<file path="src/rtl/ascii_num_sep_ctrl.sv">
// ---------------------------------------------------------------------------
// ascii_num_sep_ctrl
//
// Sequencing controller for the ASCII number-separation path. It clears the
// character validator, waits for a complete validated payload, screens it
// for invalid or empty/oversize content, launches the number parser, and
// reports exactly one result or error per command.
//
// Parameters
//   TIMEOUT_CYCLES : idle-gap limit in RECEIVE and PARSE before a timeout
//   MAX_PAYLOAD    : largest legal val_length
//
// Ports
//   clk, rst         : clock, synchronous active-high reset
//   start            : one-cycle command, honoured only in IDLE
//   payload_seen     : validator accepted a byte this cycle
//   val_done         : validator finished the payload (level)
//   val_invalid      : validator saw an illegal character
//   val_length[15:0] : validator buffer length, meaningful with val_done
//   val_clear        : one-cycle clear pulse to the validator
//   parse_start      : one-cycle start pulse to the parser
//   parse_done       : parser finished
//   parse_error      : parser found a malformed number (with parse_done)
//   parse_count[7:0] : number of values produced (with parse_done)
//   busy             : high whenever not IDLE
//   result_valid     : result/error available, held until result_ack
//   result_ack       : consumer accepts the result
//   err              : result is an error
//   err_code[1:0]    : 0 none, 1 invalid/parse error, 2 empty/oversize,
//                      3 timeout
//   num_count[7:0]   : parse_count on success, else 0
// ---------------------------------------------------------------------------
module ascii_num_sep_ctrl #(
  parameter int unsigned TIMEOUT_CYCLES = 1_000_000,
  parameter int unsigned MAX_PAYLOAD    = 2048
) (
  input  logic        clk,
  input  logic        rst,
  input  logic        start,
  input  logic        payload_seen,
  input  logic        val_done,
  input  logic        val_invalid,
  input  logic [15:0] val_length,
  output logic        val_clear,
  output logic        parse_start,
  input  logic        parse_done,
  input  logic        parse_error,
  input  logic [7:0]  parse_count,
  output logic        busy,
  output logic        result_valid,
  input  logic        result_ack,
  output logic        err,
  output logic [1:0]  err_code,
  output logic [7:0]  num_count
);

  typedef enum logic [2:0] {
    ST_IDLE,
    ST_CLEAR,
    ST_RECEIVE,
    ST_CHECK,
    ST_PARSE,
    ST_REPORT
  } state_t;

  localparam logic [1:0] CODE_OK      = 2'd0;
  localparam logic [1:0] CODE_INVALID = 2'd1;
  localparam logic [1:0] CODE_SIZE    = 2'd2;
  localparam logic [1:0] CODE_TIMEOUT = 2'd3;

  // Counter value at which the idle gap is exhausted.
  localparam logic [31:0] TIMEOUT_LAST =
    (TIMEOUT_CYCLES == 0) ? 32'd0 : 32'(TIMEOUT_CYCLES - 1);

  state_t      state_reg, state_next;
  logic [31:0] cnt_reg, cnt_next;
  logic [1:0]  check_code_reg, check_code_next;
  logic [1:0]  err_code_reg, err_code_next;
  logic [7:0]  num_count_reg, num_count_next;

  logic [31:0] cnt_inc;
  logic        timeout_hit;
  logic        size_bad;

  // Saturating increment: the counter never wraps back to zero.
  assign cnt_inc     = (cnt_reg == '1) ? cnt_reg : cnt_reg + 32'd1;
  assign timeout_hit = (cnt_reg >= TIMEOUT_LAST);
  assign size_bad    = (val_length == 16'd0) || (32'(val_length) > MAX_PAYLOAD);

  always_ff @(posedge clk) begin
    if (rst) begin
      state_reg      <= ST_IDLE;
      cnt_reg        <= '0;
      check_code_reg <= CODE_OK;
      err_code_reg   <= CODE_OK;
      num_count_reg  <= '0;
    end else begin
      state_reg      <= state_next;
      cnt_reg        <= cnt_next;
      check_code_reg <= check_code_next;
      err_code_reg   <= err_code_next;
      num_count_reg  <= num_count_next;
    end
  end

  always_comb begin
    state_next      = state_reg;
    cnt_next        = cnt_reg;
    check_code_next = check_code_reg;
    err_code_next   = err_code_reg;
    num_count_next  = num_count_reg;

    case (state_reg)
      ST_IDLE: begin
        cnt_next = '0;
        if (start) state_next = ST_CLEAR;
      end

      ST_CLEAR: begin
        cnt_next   = '0;
        state_next = ST_RECEIVE;
      end

      ST_RECEIVE: begin
        if (val_done) begin
          // The screening verdict is captured here (val_done is a level, so
          // the qualifiers are already stable) so that parse_start in CHECK
          // is decoded from registers, not from live inputs.
          state_next = ST_CHECK;
          if (val_invalid)   check_code_next = CODE_INVALID;
          else if (size_bad) check_code_next = CODE_SIZE;
          else               check_code_next = CODE_OK;
        end else if (payload_seen) begin
          cnt_next = '0;
        end else if (timeout_hit) begin
          state_next     = ST_REPORT;
          err_code_next  = CODE_TIMEOUT;
          num_count_next = '0;
        end else begin
          cnt_next = cnt_inc;
        end
      end

      ST_CHECK: begin
        cnt_next = '0;
        if (check_code_reg != CODE_OK) begin
          state_next     = ST_REPORT;
          err_code_next  = check_code_reg;
          num_count_next = '0;
        end else begin
          state_next = ST_PARSE;
        end
      end

      ST_PARSE: begin
        if (parse_done) begin
          state_next = ST_REPORT;
          if (parse_error) begin
            err_code_next  = CODE_INVALID;
            num_count_next = '0;
          end else begin
            err_code_next  = CODE_OK;
            num_count_next = parse_count;
          end
        end else if (timeout_hit) begin
          state_next     = ST_REPORT;
          err_code_next  = CODE_TIMEOUT;
          num_count_next = '0;
        end else begin
          cnt_next = cnt_inc;
        end
      end

      ST_REPORT: begin
        if (result_ack) begin
          state_next      = ST_IDLE;
          err_code_next   = CODE_OK;
          num_count_next  = '0;
          check_code_next = CODE_OK;
        end
      end

      default: begin
        state_next = ST_IDLE;
      end
    endcase
  end

  // Outputs decode state and registered result fields only.
  assign val_clear    = (state_reg == ST_CLEAR);
  assign parse_start  = (state_reg == ST_CHECK) && (check_code_reg == CODE_OK);
  assign busy         = (state_reg != ST_IDLE);
  assign result_valid = (state_reg == ST_REPORT);
  assign err          = result_valid && (err_code_reg != CODE_OK);
  assign err_code     = err_code_reg;
  assign num_count    = num_count_reg;

endmodule

</file>
<file path="config.mk">
export PLATFORM = sky130hd
export DESIGN_NAME = ascii_num_sep_ctrl
export DESIGN_NICKNAME = d
export VERILOG_FILES = /design/src/rtl/ascii_num_sep_ctrl.sv
export SDC_FILE = /design/constraint.sdc
export NUM_CORES = 1
export LEC_CHECK = 0
export ABC_AREA = 1
export CAP_MARGIN = 25
export CORE_ASPECT_RATIO = 1.2
export CORE_MARGIN = 3
export CORE_UTILIZATION = 40
export CTS_BUF_LIST = sky130_fd_sc_hd__clkbuf_8
export CTS_CLUSTER_DIAMETER = 50
export DETAILED_ROUTE_END_ITERATION = 12
export GPL_TIMING_DRIVEN = 0
export PLACE_DENSITY = 0.72
export SKIP_LAST_GASP = 1
export SLEW_MARGIN = 20
export SYNTH_ARGS = -nofsm -noshare
export SYNTH_HDL_FRONTEND = slang
export SYNTH_SLANG_ARGS = --single-unit
</file>
<file path="constraint.sdc">
create_clock -name clk -period 2.28 [get_ports clk]
set_clock_uncertainty 0.2 [all_clocks]
set_input_delay 0.684 -clock clk [delete_from_list [all_inputs] [get_ports clk]]
set_output_delay 0.684 -clock clk [all_outputs]
set_load 0.01 [all_outputs]
</file>
### Yosys cells after proc, flatten, opt, wreduce, memory -nomap -nowiden

Index checks and enable logic that the tools add are counted.

| word-level totals | value |
|---|---|
| logic and storage cells | 73 |
| output and inout bits | 15 |
| flip-flop bits (word level) | 47 |
| input bits | 33 |

| cells by class | value |
|---|---|
| $lt $le $gt $ge | 2 |
| add/subtract/negate cells | 1 |
| multiplexer cells | 34 |
| reductions and logical operators | 17 |
| equal/unequal tests | 14 |

Operators with widths:

| operator | number |
|---|---|
| 32-bit two-way mux | 5 |
| 32-bit case mux with 3 select lines | 1 |
| 8-bit two-way mux | 7 |
| 32-bit by 1-bit adder with 32-bit output (second input constant) | 1 |
| 32-bit == test (second input constant) | 1 |
| 32-bit by 20-bit >= comparator with 1-bit output (second input constant) | 1 |
| 8-bit case mux with 4 select lines | 1 |
| 2-bit two-way mux | 9 |
| 3-bit two-way mux | 6 |
| 3-bit case mux with 6 select lines | 1 |
| 16-bit by 12-bit greater-than comparator with 1-bit output (second input constant) | 1 |
| 16-bit zero test | 1 |
| 2-bit != test (second input constant) | 6 |
| 3-bit AND reduction | 3 |
| 2-bit case mux with 4 select lines | 1 |
| 3-bit by 2-bit == test with 1-bit output (second input constant) | 2 |
| 3-bit == test (second input constant) | 2 |
| 2-bit nonzero test | 3 |
| 3-bit nonzero test | 2 |
| 5-bit AND reduction | 1 |
| 2-bit case mux with 2 select lines | 1 |
| 4-bit nonzero test | 1 |
| 3-bit by 1-bit == test with 1-bit output (second input constant) | 1 |
| 3-bit zero test | 1 |
| 7 further kinds | 9 |

### Depth between registers and ports, before layout

| logic depth | value |
|---|---|
| depth after elaboration | 6 |
| mapped depth | 14 |
| depth with buffers taken out | 14 |

### Least setup slack after synthesis

Ideal clock, no wire load.

| path | value |
|---|---|
| path type | flip-flop to output port |
| start | reg state_reg[1] |
| end | out parse_start |
| required time | 1396 ps |
| path buffers | 0 |
| setup slack | 490 ps |
| stages on the path, launching flop included | 5 |
| arrival time | 906 ps |
| cell sequence | dfxtp_1 -> inv_2 -> nor3_2 -> nand3_1 -> inv_1 |

| on the way | value |
|---|---|
| longest elaborated chain between the ends | 2 |

Ends and longest elaborated chain:

| item | RTL line | RTL |
|---|---|---|
| start, declared | 75 | `state_t state_reg, state_next;` |
| start signal, assigned | 98 | `state_reg <= state_next;` |
| 3-bit by 2-bit == test with 1-bit output | 191 | `assign parse_start = (state_reg == ST_CHECK) && (check_code_reg == CODE_OK);` |
| 1-bit logical AND | 191 |  |
| end, declared | 45 | `output logic parse_start,` |

Every way passes these cells.

### Worst setup path in the final report

| path | value |
|---|---|
| start | reg state_reg[0] |
| end | out parse_start |

Same word-level chain as after synthesis.

==> results.toml <==
[routing]
num_vias = 2473
antenna_violating_nets_post_route = 0
wl_per_cell_um = 11.1
drt_iter0_drc = 85
detailed_routed_wire_length_on_met3_um = 320
post_drt_via_cell_ratio = 4.88
topRoutingLayerUsed = "met4"
met2_wirelength_um = 2640
drc_errors = 0
drt_first_pass_iters = 4
wire_length_on_met1_um = 2570
drt_wl_total_um = 5630

[synth]
yosys.cell_types.count = 36
async_reset_ff_share_pct = 0
yosys-top-cells-area = "sky130_fd_sc_hd__dfxtp_1 (38%), sky130_fd_sc_hd__nand2_1 (11%), sky130_fd_sc_hd__nor2_1 (9.1%), sky130_fd_sc_hd__inv_1 (7.2%), sky130_fd_sc_hd__a21oi_1 (6.1%)"
synth_edf_count = 0
syn-instance-count = 370
syn-num-nets = 404
postSynthRegisterBits = 47
postSynthAreaPerCell_um2 = 6.66
synth_warnings = 0
synth_top_area_share_pct = 38.2
synth.yosys.seq_area_share_pct = 38.2
synth_largest_area_cell = "sky130_fd_sc_hd__dfxtp_1"
synth_ff_type = "sky130_fd_sc_hd__dfxtp_1"
syn-cell-area_um2 = 2460

[placed_design]
placedInstanceArea_um2 = 3030
dpl_worst_slack_ns = -0.179
weighted_congestion_at_the_end_of_routability_driven_global_placement = 0.867
hpwl_um = 4390
place.port_buffers = 47

[clock_tree]
clkTransAtPathRegs_ns = 0.09
clk-insertion-delay-late_ns = 0.31
clock_tree.htree_level_count = 2
cts_hold_repair.buffers = 0
cts.root.buffer_cell = "sky130_fd_sc_hd__clkbuf_8"
clock_sink_count = 47
cts-buffers-inserted = 5
clock_tree_from_tritoncts = "done"
cts.path.max_buffers = 2

[sta]
max_slew_margin_pct = 65.5
final_critical_path_setup_slack_ns = 0.113
finalCriticalPeriod_ns = 2.17
timing_worst_slew_pin_value_ns = 0.518
timing.final.max_slew_violations = 0
finalHoldViolations = 0
timing.final.setup_violations = 0
period_share_pct = 95.1
highest_clock_frequency_the_design_can_meet_mhz = 461
grt_setup_unrepaired = "no"
final.setup.tns_ns = 0
whs_ns = 0.233

[pwr]
power_density_nw_per_um2 = 678
vdd.ir_drop.worst_mv = 0.308
static-leakage-power_nw = 1.25
total_power_consumption_mw = 2.16

[cells_and_area]
layout-drive-gt1-share_pct = 12.2
final_cell_area_um2 = 3180
flow.area_growth_from_synthesis_pct = 29.1
largest_reg_flops = 32
antenna_cells = 0
post_layout_net_count = 460

[critical_path]
setup.worst_path.end_class = "output pin"
crit_chain = "inv_2 -> nor3_4 -> nand3_1 -> inv_1 -> clkbuf_2"
critical_path.max_fanout = 5
critPathSlowestCell = "sky130_fd_sc_hd__dfxtp_4"
critPathArrivalTime_ns = 1.28
crit_path_start_kind = "flip-flop"
critical_path.top_delay_family = "flip-flops"
worst_ep_required_time_ns = 1.40
max_stage_delay_ns = 0.37
critical_path_buf_inv_count = 3
worst-setup-path-type = "flip-flop to output pin"

[die]
die_h_um = 92.0
count_of_standard_cell_rows = 30
die_area_um2 = 7140
initial_utilization_pct = 42.3
top_level_ports = 48
area_of_the_core_region_um2 = 5820
die-width_um = 77.6

[global_routing]
grt_overflow = 0
first_global_vias = 2458
grt_max_degree = 17
grt_first_pass_wirelength_um = 10200
initial_antenna_violation_count = 0
track_usage_pct = 17.3

[outcome]
outcome = "finished, final reports clean"

[flow_run]
cap_viol_max_count = 0

[min_path]
hold_class = "flip-flop to flip-flop"
cells in the mapped netlist (all sizes together), types with 2 or more instances:
cell type and instances:
clkbuf 2, nor3 10, a21oi 31, buf 5, nor2 68, nand2 84
nand4 10, dfxtp 47, clkinv 2, inv 53, nand3 22, o21ai 27
cells in the final DEF (no fill, tap or decap), types with 2 or more instances in the layout:
cell type and n:
sky130_fd_sc_hd__o21ai_0 6, sky130_fd_sc_hd__nor2_2 4, sky130_fd_sc_hd__nand4_1 10, sky130_fd_sc_hd__o21ai_1 20, sky130_fd_sc_hd__nor3_1 7, sky130_fd_sc_hd__dlygate4sd2_1 3, sky130_fd_sc_hd__nor2_4 3, sky130_fd_sc_hd__nand3_1 21
sky130_fd_sc_hd__a21oi_1 30, sky130_fd_sc_hd__nand2_4 2, sky130_fd_sc_hd__inv_1 47, sky130_fd_sc_hd__buf_4 4, sky130_fd_sc_hd__nor2_1 60, sky130_fd_sc_hd__clkbuf_8 5, sky130_fd_sc_hd__inv_2 5, sky130_fd_sc_hd__clkdlybuf4s50_1 42
sky130_fd_sc_hd__nor3_2 2, sky130_fd_sc_hd__nand2_2 8, sky130_fd_sc_hd__buf_6 2, sky130_fd_sc_hd__dfxtp_1 44, sky130_fd_sc_hd__clkbuf_2 2, sky130_fd_sc_hd__clkbuf_1 2, sky130_fd_sc_hd__nand2_1 74, sky130_fd_sc_hd__dfxtp_4 2
power breakdown:
part	leakage [nW]	total, mW	switching (mW)	internal, mW
clock network	0.0587	0.639	0.306	0.333
logic	0.813	0.608	0.353	0.255
registers	0.381	0.909	0.0452	0.863
kinds of logic (layout without fill, tap and decap cells):
family | after synthesis | after routing | synth area share (%)
adder cells (fa/ha/maj) | 1 | 1 | 0.508
AO/OA/AOI/OAI | 62 | 62 | 13.3
AND/OR/NAND/NOR | 197 | 197 | 37.1
XOR/XNOR | 1 | 1 | 0.356
buffers and inverters | 62 | 119 | 10.6
flip-flops | 47 | 47 | 38.2
worst min-delay path: stages (launching register included):
cell and delay (ns):
sky130_fd_sc_hd__dfxtp_1 0.32, sky130_fd_sc_hd__inv_2 0.04, sky130_fd_sc_hd__nor2_1 0.04
metrics by stage:
stage                     util, %  instances
after floorplan                 -        370
after global placement       52.2        497
after detailed placement     52.2        497
after CTS                    54.7        507
after global routing         54.7        507
final                        54.7        507
layer usage:
layer  vias up  track usage (%)
met2        74             28.9
met1      1098             21.0
met4         0             6.97
met3         8             4.52
met5         -                0
li1       1293                -
area by class of cell:
class                   instances  area [um2]
fillers                       588        2640
multi-input cells             261        1280
flip-flops and latches         47         950
repair buffers                 49         472
inverters                      55         210
well taps                      80         100
clock buffers                   5        68.8
plain buffers                   7        50.0
clock inverters                 3        47.5
repair_timing:
action / in CTS / in global routing
pin swaps: 2 / 1
buffers inserted: 2 / 0
resized for setup: 13 / 5
endpoints found under the setup margin: 5 / 3
worst paths after layout:
kind         cells past startpoint            to    startpoint  slack (ns)
max reg2reg                     13  state_reg[1]    cnt_reg[0]        0.27
min                              2   cnt_reg[30]   cnt_reg[30]        0.23
min reg2reg                      2   cnt_reg[30]   cnt_reg[30]        0.23
max                              5   parse_start  state_reg[0]        0.11
Power figures use the tool's default switching activity.
